===== config.mk =====
export PLATFORM = sky130hd
export DESIGN_NAME = sync_fifo
export DESIGN_NICKNAME = d
export VERILOG_FILES = /design/src/rtl/sync_fifo_pkg.sv /design/src/rtl/sync_fifo_ram.sv /design/src/rtl/sync_fifo.sv
export SDC_FILE = /design/constraint.sdc
export NUM_CORES = 1
export LEC_CHECK = 0
export BUFFER_PORTS_ARGS = -buffer_cell sky130_fd_sc_hd__clkbuf_2
export CORE_MARGIN = 1.5
export CORE_UTILIZATION = 55
export CTS_BUF_LIST = sky130_fd_sc_hd__clkbuf_8
export DETAILED_ROUTE_END_ITERATION = 6
export MAX_ROUTING_LAYER = met4
export PLACE_DENSITY = 0.75
export SYNTH_ARGS = -nofsm -noshare
export SYNTH_HDL_FRONTEND = slang
export SYNTH_SLANG_ARGS = --single-unit

===== constraint.sdc =====
create_clock -name clk -period 2.9 [get_ports clk]
set_input_delay 0.58 -clock clk [delete_from_list [all_inputs] [get_ports clk]]
set_output_delay 0.58 -clock clk [all_outputs]
set_load 0.01 [all_outputs]

===== src/rtl/sync_fifo_pkg.sv =====
// Shared defaults and pointer-width helper for the single-clock FIFO.
// Optional error flags are enabled with macro SYNC_FIFO_ERR_FLAGS_EN.
package sync_fifo_pkg;

    localparam int DATASIZE_DEF   = 8;
    localparam int ADDRSIZE_DEF   = 4;
    localparam int PTR_EXTRA_BITS = 1;

    // One extra pointer bit distinguishes a full FIFO from an empty one.
    function automatic int ptr_width(input int addrsize);
        return addrsize + PTR_EXTRA_BITS;
    endfunction

endpackage


===== src/rtl/sync_fifo_ram.sv =====
// FIFO storage: single-clock write port, asynchronous read port.
// Contents are deliberately not reset.
module sync_fifo_ram
    import sync_fifo_pkg::*;
#(
    parameter int DATASIZE = DATASIZE_DEF,
    parameter int ADDRSIZE = ADDRSIZE_DEF
)(
    input  logic                clk,
    input  logic                we,
    input  logic [ADDRSIZE-1:0] waddr,
    input  logic [DATASIZE-1:0] wdata,
    input  logic [ADDRSIZE-1:0] raddr,
    output logic [DATASIZE-1:0] rdata
);

    logic [DATASIZE-1:0] mem [0:(2**ADDRSIZE)-1];

    always_ff @(posedge clk) begin
        if (we) begin
            mem[waddr] <= wdata;
        end
    end

    assign rdata = mem[raddr];

endmodule


===== src/rtl/sync_fifo.sv =====
// Single-clock FIFO with registered read data, occupancy count and threshold flags.
// Define SYNC_FIFO_ERR_FLAGS_EN to add err_clr input and sticky ovf/unf outputs.
module sync_fifo
    import sync_fifo_pkg::*;
#(
    parameter int DATASIZE   = DATASIZE_DEF,
    parameter int ADDRSIZE   = ADDRSIZE_DEF,
    parameter int AFULL_LVL  = (2**ADDRSIZE) - 2,
    parameter int AEMPTY_LVL = 2
)(
    input  logic                clk,
    input  logic                rst_n,
    input  logic                winc,
    input  logic [DATASIZE-1:0] wdata,
    input  logic                rinc,
    output logic [DATASIZE-1:0] rdata,
    output logic                wfull,
    output logic                rempty,
    output logic                afull,
    output logic                aempty,
    output logic [ADDRSIZE:0]   count
`ifdef SYNC_FIFO_ERR_FLAGS_EN
    ,
    input  logic                err_clr,
    output logic                ovf,
    output logic                unf
`endif
);

    localparam int PTRW = ptr_width(ADDRSIZE);
    localparam logic [PTRW-1:0] AFULL_THR  = PTRW'(AFULL_LVL);
    localparam logic [PTRW-1:0] AEMPTY_THR = PTRW'(AEMPTY_LVL);

    logic [PTRW-1:0]     wptr, rptr, wptr_next, rptr_next, count_next;
    logic                wr_ok, rd_ok;
    logic [DATASIZE-1:0] ram_rdata;

    // A full FIFO still accepts a write when a read frees a slot on the same edge;
    // an empty FIFO never bypasses write data to a read.
    always_comb begin
        wr_ok      = winc && (!wfull || rinc);
        rd_ok      = rinc && !rempty;
        wptr_next  = wptr + PTRW'(wr_ok);
        rptr_next  = rptr + PTRW'(rd_ok);
        count_next = count;
        case ({wr_ok, rd_ok})
            2'b10:   count_next = count + 1'b1;
            2'b01:   count_next = count - 1'b1;
            default: count_next = count;
        endcase
    end

    sync_fifo_ram #(
        .DATASIZE (DATASIZE),
        .ADDRSIZE (ADDRSIZE)
    ) u_ram (
        .clk   (clk),
        .we    (wr_ok),
        .waddr (wptr[ADDRSIZE-1:0]),
        .wdata (wdata),
        .raddr (rptr[ADDRSIZE-1:0]),
        .rdata (ram_rdata)
    );

    // Flags are registered from next-state pointers/count so they line up with them.
    always_ff @(posedge clk or negedge rst_n) begin
        if (!rst_n) begin
            wptr   <= '0;
            rptr   <= '0;
            count  <= '0;
            rdata  <= '0;
            wfull  <= 1'b0;
            rempty <= 1'b1;
            afull  <= 1'b0;
            aempty <= 1'b1;
        end else begin
            wptr   <= wptr_next;
            rptr   <= rptr_next;
            count  <= count_next;
            if (rd_ok) begin
                rdata <= ram_rdata;
            end
            wfull  <= (wptr_next[PTRW-1] != rptr_next[PTRW-1]) &&
                      (wptr_next[ADDRSIZE-1:0] == rptr_next[ADDRSIZE-1:0]);
            rempty <= (wptr_next == rptr_next);
            afull  <= (count_next >= AFULL_THR);
            aempty <= (count_next <= AEMPTY_THR);
        end
    end

`ifdef SYNC_FIFO_ERR_FLAGS_EN
    // Sticky error flags; a new error on the clearing edge keeps the flag set.
    always_ff @(posedge clk or negedge rst_n) begin
        if (!rst_n) begin
            ovf <= 1'b0;
            unf <= 1'b0;
        end else begin
            if (winc && !wr_ok) begin
                ovf <= 1'b1;
            end else if (err_clr) begin
                ovf <= 1'b0;
            end
            if (rinc && !rd_ok) begin
                unf <= 1'b1;
            end else if (err_clr) begin
                unf <= 1'b0;
            end
        end
    end
`endif

endmodule


## After elaboration in Yosys (flattened, before gate mapping)

Memory sizes are Yosys's and may differ from the RTL's. A register that Yosys moved wholly into a read port is not among the register bits.
Index checks and enable logic that the tools add are counted.

- Flip-flop bits (word level): 19
- Bits in latches: 0
- Memory bits (writable): 128
- Memory bits (read-only): 0
- Word-level logic and storage cells: 29
- Memories kept: 1

- Add/subtract/negate cells: 4
- $mul: 0
- Divide/modulo/power cells: 0
- Magnitude comparators: 2
- Equality and inequality tests: 5
- Shifts and indexed selects: 0
- Multiplexer cells: 3
- Bitwise gates (word level): 0
- Reduce and logical (&&, ||, !) cells: 7

Memories:

| name | words | width | rd ports | clocked after memory_dff | wr ports | line | text |
|---|---|---|---|---|---|---|---|
| u_ram.mem | 16 | 8 | 1 | 1 | 1 | sync_fifo_ram.sv:17 | `logic [DATASIZE-1:0] mem [0:(2**ADDRSIZE)-1];` |

Operators with widths:

| cell | count |
|---|---|
| 5-bit by 1-bit adder with 5-bit output | 2 |
| 5-bit one-hot mux with 2 select lines | 1 |
| 5-bit by 1-bit adder with 5-bit output (second input constant) | 1 |
| 5-bit == test | 1 |
| 5-bit by 4-bit >= comparator with 1-bit output (second input constant) | 1 |
| 5-bit by 2-bit <= comparator with 1-bit output (second input constant) | 1 |
| 5-bit by 1-bit subtractor with 5-bit output (second input constant) | 1 |
| 4-bit == test | 1 |
| 1-bit logical AND | 3 |
| 1-bit logical NOT | 3 |
| 2-bit by 1-bit == test with 1-bit output (second input constant) | 1 |
| 2-bit == test (second input constant) | 1 |
| 1-bit 2-to-1 mux | 2 |
| 1-bit logical OR | 1 |
| 1-bit inequality test | 1 |

## Longest topological paths before layout

- Word-level depth: 6
- Gate-level depth with buffers: 12
- Gate-level depth less buffers: 10

## By module

Synthesis repeated with hierarchy kept, for this count alone.

- Cells, all modules: 315
- Area total of the unflattened synthesis: 6232.2 um2

By module, submodules not included:

| module | times used | cells each | area an instance (um2) | sequential area each (um2) |
|---|---|---|---|---|
| sync_fifo_ram | 1 | 221 | 4987.3 | 3843.7 |
| sync_fifo | 1 | 94 | 1244.9 | 678.2 |

## Worst setup path after synthesis

Ideal clock, no wire load.

- Path kind: input -> register
- From: input rinc
- To: register aempty
- Arrival: 2.648 ns
- Required time: 2.779 ns
- Slack: 0.131 ns
- Stages: 12
- Cells stage by stage: nand2b_1 > clkbuf_1 > inv_1 > ha_1 > buf_2 > xor2_1 > ha_1 > o21ai_0 > a211o_1 > a211oi_2 > xor2_1 > a2111oi_0

- Elaborated cells between the ends (all ways): 7

RTL lines:

| element | line | text |
|---|---|---|
| start: declaration | sync_fifo.sv:15 | `input logic rinc,` |
| 1-bit logical AND * | sync_fifo.sv:42 | `rd_ok = rinc && !rempty;` |
| named net rd_ok | sync_fifo.sv:35 | `logic wr_ok, rd_ok;` |
| 2-bit by 1-bit == test with 1-bit output / 2-bit == test (equally long branches) | sync_fifo.sv:46 | `case ({wr_ok, rd_ok})` |
| 5-bit one-hot mux with 2 select lines * | sync_fifo.sv:46 |  |
| named net count_next[4] | sync_fifo.sv:34 | `logic [PTRW-1:0] wptr, rptr, wptr_next, rptr_next, count_next;` |
| 5-bit by 2-bit <= comparator with 1-bit output * | sync_fifo.sv:87 | `aempty <= (count_next <= AEMPTY_THR);` |
| end signal: assignment | sync_fifo.sv:87 |  |
| end: declaration | sync_fifo.sv:20 | `output logic aempty,` |

The timed path passes the listed nets; every way through them passes the cells marked *.

## Worst setup path after layout

- From: register rempty
- To: register aempty

- Word-level cells in the longest chain between the ends: 5
- Elaborated cells between the ends (all ways): 6

Ends and longest elaborated chain:

| element | line | text |
|---|---|---|
| start: declaration | sync_fifo.sv:18 | `output logic rempty,` |
| start signal: assignment | sync_fifo.sv:85 | `rempty <= (wptr_next == rptr_next);` |
| 1-bit logical NOT * | sync_fifo.sv:42 |  |
| 1-bit logical AND * | sync_fifo.sv:42 |  |
| named net rd_ok | sync_fifo.sv:35 |  |
| 2-bit by 1-bit == test with 1-bit output / 2-bit == test (equally long branches) | sync_fifo.sv:46 |  |
| 5-bit one-hot mux with 2 select lines * | sync_fifo.sv:46 |  |
| named net count_next[4] | sync_fifo.sv:34 |  |
| 5-bit by 2-bit <= comparator with 1-bit output * | sync_fifo.sv:87 |  |

Marked as above.

==> results.sh <==
export IMPL_routabilityCongestion=0.8585
export IMPL_synth_seq_cells=155
export IMPL_routed_wl_mm=12.13
export IMPL_synth_mux_area_frac=0.1374
export IMPL_synth_cells=348
export IMPL_layout_min_cycle_time_ps=2652
export IMPL_die_x_um=109.9
export IMPL_syn_cell_area_sq_mm=0.006282
export IMPL_cts_root_buf="clkbuf_8"
export IMPL_tns_ps=0
export IMPL_slew_violations=0
export IMPL_worst_slew_pin_transition_ps=772.6
export IMPL_ios=29
export IMPL_hold_buffers=0
export IMPL_grt_overflow_total=0
export IMPL_syn_nets=367
export IMPL_synth_top_family_by_area="multiplexers"
export IMPL_dieArea_sq_mm=0.01207
export IMPL_fin_crit_sh=0.9146
export IMPL_dr_pass1_iters=5
export IMPL_fmax_mhz=377.0
export IMPL_rsz0062_at_grt="false"
export IMPL_clock_sinks=155
export IMPL_cts_buffer_depth=2
export IMPL_post_cts_buffers=0
export IMPL_drive_gt1_frac=0.2688
export IMPL_grt_pass1_vias=3269
export IMPL_ys_seq_area_frac=0.7198
export IMPL_yosysUniqueCellTypes=44
export IMPL_portBuffers=28
export IMPL_post_dp_hpwl_mm=7.864
export IMPL_crit_arrival_ps=2960
export IMPL_antenna_found_initial=0
export IMPL_relSlewSlack=0.4850
export IMPL_cp_end_kind="flop"
export IMPL_cts_buffers=17
export IMPL_placement_cell_area_sq_mm=0.006701
export IMPL_num_vias=3386
export IMPL_cellPowerDensity_mw_per_mm2=998.7
export IMPL_start_util=0.5720
export IMPL_path_clk_slew_ps=80
export IMPL_syn2layout_area_growth_pct=13.64
export IMPL_synth_compound_area_frac=0.04501
export IMPL_start_kind="flop"
export IMPL_diodes=0
export IMPL_die_y_um=109.9
export IMPL_ir_drop_mv=0.5299
export IMPL_crit_fanout=4
export IMPL_clk_latency_ps=450
export IMPL_finalSetupViolCount=0
export IMPL_nNetsFinal=420
export IMPL_drt_iter0_markers=357
export IMPL_drv_cap=0
export IMPL_synthSimpleGateAreaFrac=0.04143
export IMPL_hold_class="input port to async pin"
export IMPL_yosysWarnings=0
export IMPL_finalHoldViolations=0
export IMPL_drc_errors=0
export IMPL_synth_fa_ha_area_frac=0.01394
export IMPL_fp_row_count=38
export IMPL_path_class="flop to flop"
export IMPL_stdcell_area_sq_mm=0.007139
export IMPL_vias_per_cell=6.123
export IMPL_final_antenna_net_count=0
export IMPL_worstPathRequired_ps=3210
export IMPL_status="completed"
export IMPL_leakage_nw=2.612
export IMPL_htree_levels=4
export IMPL_cts_tree="yes"
export IMPL_grt_max_degree=28
export IMPL_wl_per_cell_um=21.93
export IMPL_grt_first_pass_wirelength_mm=18.35
export IMPL_synth_xor_area_frac=0.02370
export IMPL_syn_avg_cell_area_sq_um=18.05
export IMPL_core_area_sq_mm=0.01098
export IMPL_grt_total_usage=0.2279
export IMPL_finClkSkew_ps=8.570
layout make-up:
type,count,area (sq um)
clock inverters,14,202.7
fillers,737,3844
clock buffers,17,234.0
inverters,6,22.52
repair buffers,51,337.8
flip-flops and latches,155,4523
multi-input cells,170,1644
well taps,140,175.2
synth_stat cells (all sizes together):
cell / instances / area, sq um
xor2: 13 / 113.9
a31oi: 1 / 6.260
or2: 1 / 6.260
or4: 1 / 7.510
a22o: 6 / 52.55
nand3b: 1 / 7.510
mux4: 17 / 435.4
nor2: 17 / 63.81
clkbuf: 5 / 20.01
nand3: 6 / 30.03
a31o: 1 / 8.760
and2b: 1 / 8.760
o22ai: 8 / 50.05
a2111oi: 1 / 8.760
xnor2: 4 / 35.03
nor2b: 2 / 12.51
a211oi: 3 / 27.52
nand2: 5 / 18.77
buf: 12 / 75.07
a22oi: 1 / 7.510
or3: 1 / 6.260
edfxtp: 128 / 3844
dfstp: 2 / 52.55
nor3b: 1 / 7.510
ha: 7 / 87.58
o21ai: 4 / 20.02
and2: 1 / 6.260
nand2b: 3 / 18.77
mux2i: 18 / 180.2
a211o: 2 / 17.52
inv: 6 / 22.52
nor3: 10 / 50.05
dfrtp: 25 / 625.6
mux2: 22 / 247.7
a221o: 6 / 60.06
or2b: 1 / 7.510
a21oi: 3 / 15.01
nor4b: 1 / 8.760
a32oi: 1 / 8.760
logic make-up after synthesis:
group           count (synthesis)
compound gates                 37
mux                            57
fa+ha+maj                       7
flops                         155
buf+inv                        23
xor+xnor                       17
simple gates                   52
critical path: stages, from the launching register on:
cell and delay [ps]:
dfstp_2 530, nand2b_1 130, inv_1 100, ha_1 240
xor2_1 190, ha_1 260, o21ai_0 120, a211o_1 320
a211oi_2 180, xor2_1 130, a2111oi_1 340
sequential cells by signal, summed over array words and instances (netlist names):
register / count
u_ram.mem: 128
rdata: 8
count: 5
rptr: 5
wptr: 5
aempty: 1
afull: 1
rempty: 1
wfull: 1
timing repair:
item,in CTS,in global routing
gates resized for setup,0,1
endpoints found under the setup margin,0,1
endpoints found under the hold margin,0,0
path summary, 6_finish.rpt:
check / start / endpoint / slack (ps) / cells past startpoint
max: rempty$_DFF_PN1_ / aempty$_DFF_PN1_ / 250 / 10
min: rst_n / count[0]$_DFF_PN0_ / 160 / 1
max reg2reg: rempty$_DFF_PN1_ / aempty$_DFF_PN1_ / 250 / 10
min reg2reg: wptr[4]$_DFF_PN0_ / wptr[4]$_DFF_PN0_ / 520 / 2
max in group asynchronous: rst_n / rptr[1]$_DFF_PN0_ / 2270 / 1
min in group clk: wptr[4]$_DFF_PN0_ / wptr[4]$_DFF_PN0_ / 520 / 2
where the power goes:
part	total (mW)	switching (mW)	internal (mW)
sequential	3.14	0.336	2.80
combinational	2.23	1.17	1.06
clock	1.77	0.757	1.01
metrics by stage:
stage	cells	util	total power, mW	hold slack [ps]	setup WS, ps
3_5_place_dp	522	0.6102	5.392	496.7	32.95
6_report	553	0.6500	7.130	160.3	247.6
2_1_floorplan	348	-	4.673	284.4	131.0
5_1_grt	553	0.6500	7.471	191.4	33.47
4_1_cts	553	0.6499	7.145	163.0	161.2
3_3_place_gp	522	0.6102	5.314	494.4	293.7
per-layer routing:
| metal | vias to the layer above | part of all wire | GRT usage | routed length, um |
|---|---|---|---|---|
| li1 | 1486 | - | - | - |
| met1 | 1722 | 0.42 | 0.3120 | 5097 |
| met2 | 160 | 0.49 | 0.3256 | 5908 |
| met3 | 18 | 0.073 | 0.05868 | 882 |
| met4 | 0 | 0.020 | 0.09926 | 240 |
| met5 | - | 0 | - | 0 |
cells in the final DEF, fill, tap and decap left out, types with 5 or more instances in the layout:
cell type | synthesis | layout
mux4_1 | 14 | 14
dfrtp_1 | 25 | 24
buf_4 | 1 | 21
bufinv_16 | 0 | 5
mux2i_1 | 18 | 18
nor2_1 | 17 | 17
nand2_1 | 5 | 5
edfxtp_1 | 128 | 128
a221o_1 | 6 | 6
nand3_1 | 6 | 6
a22o_1 | 6 | 6
o22ai_1 | 8 | 8
mux2_2 | 22 | 22
clkbuf_8 | 0 | 17
clkbuf_2 | 1 | 28
inv_1 | 6 | 6
ha_1 | 7 | 7
nor3_1 | 10 | 10
xor2_1 | 13 | 13
No activity file was read; power rests on OpenSTA's default activity.
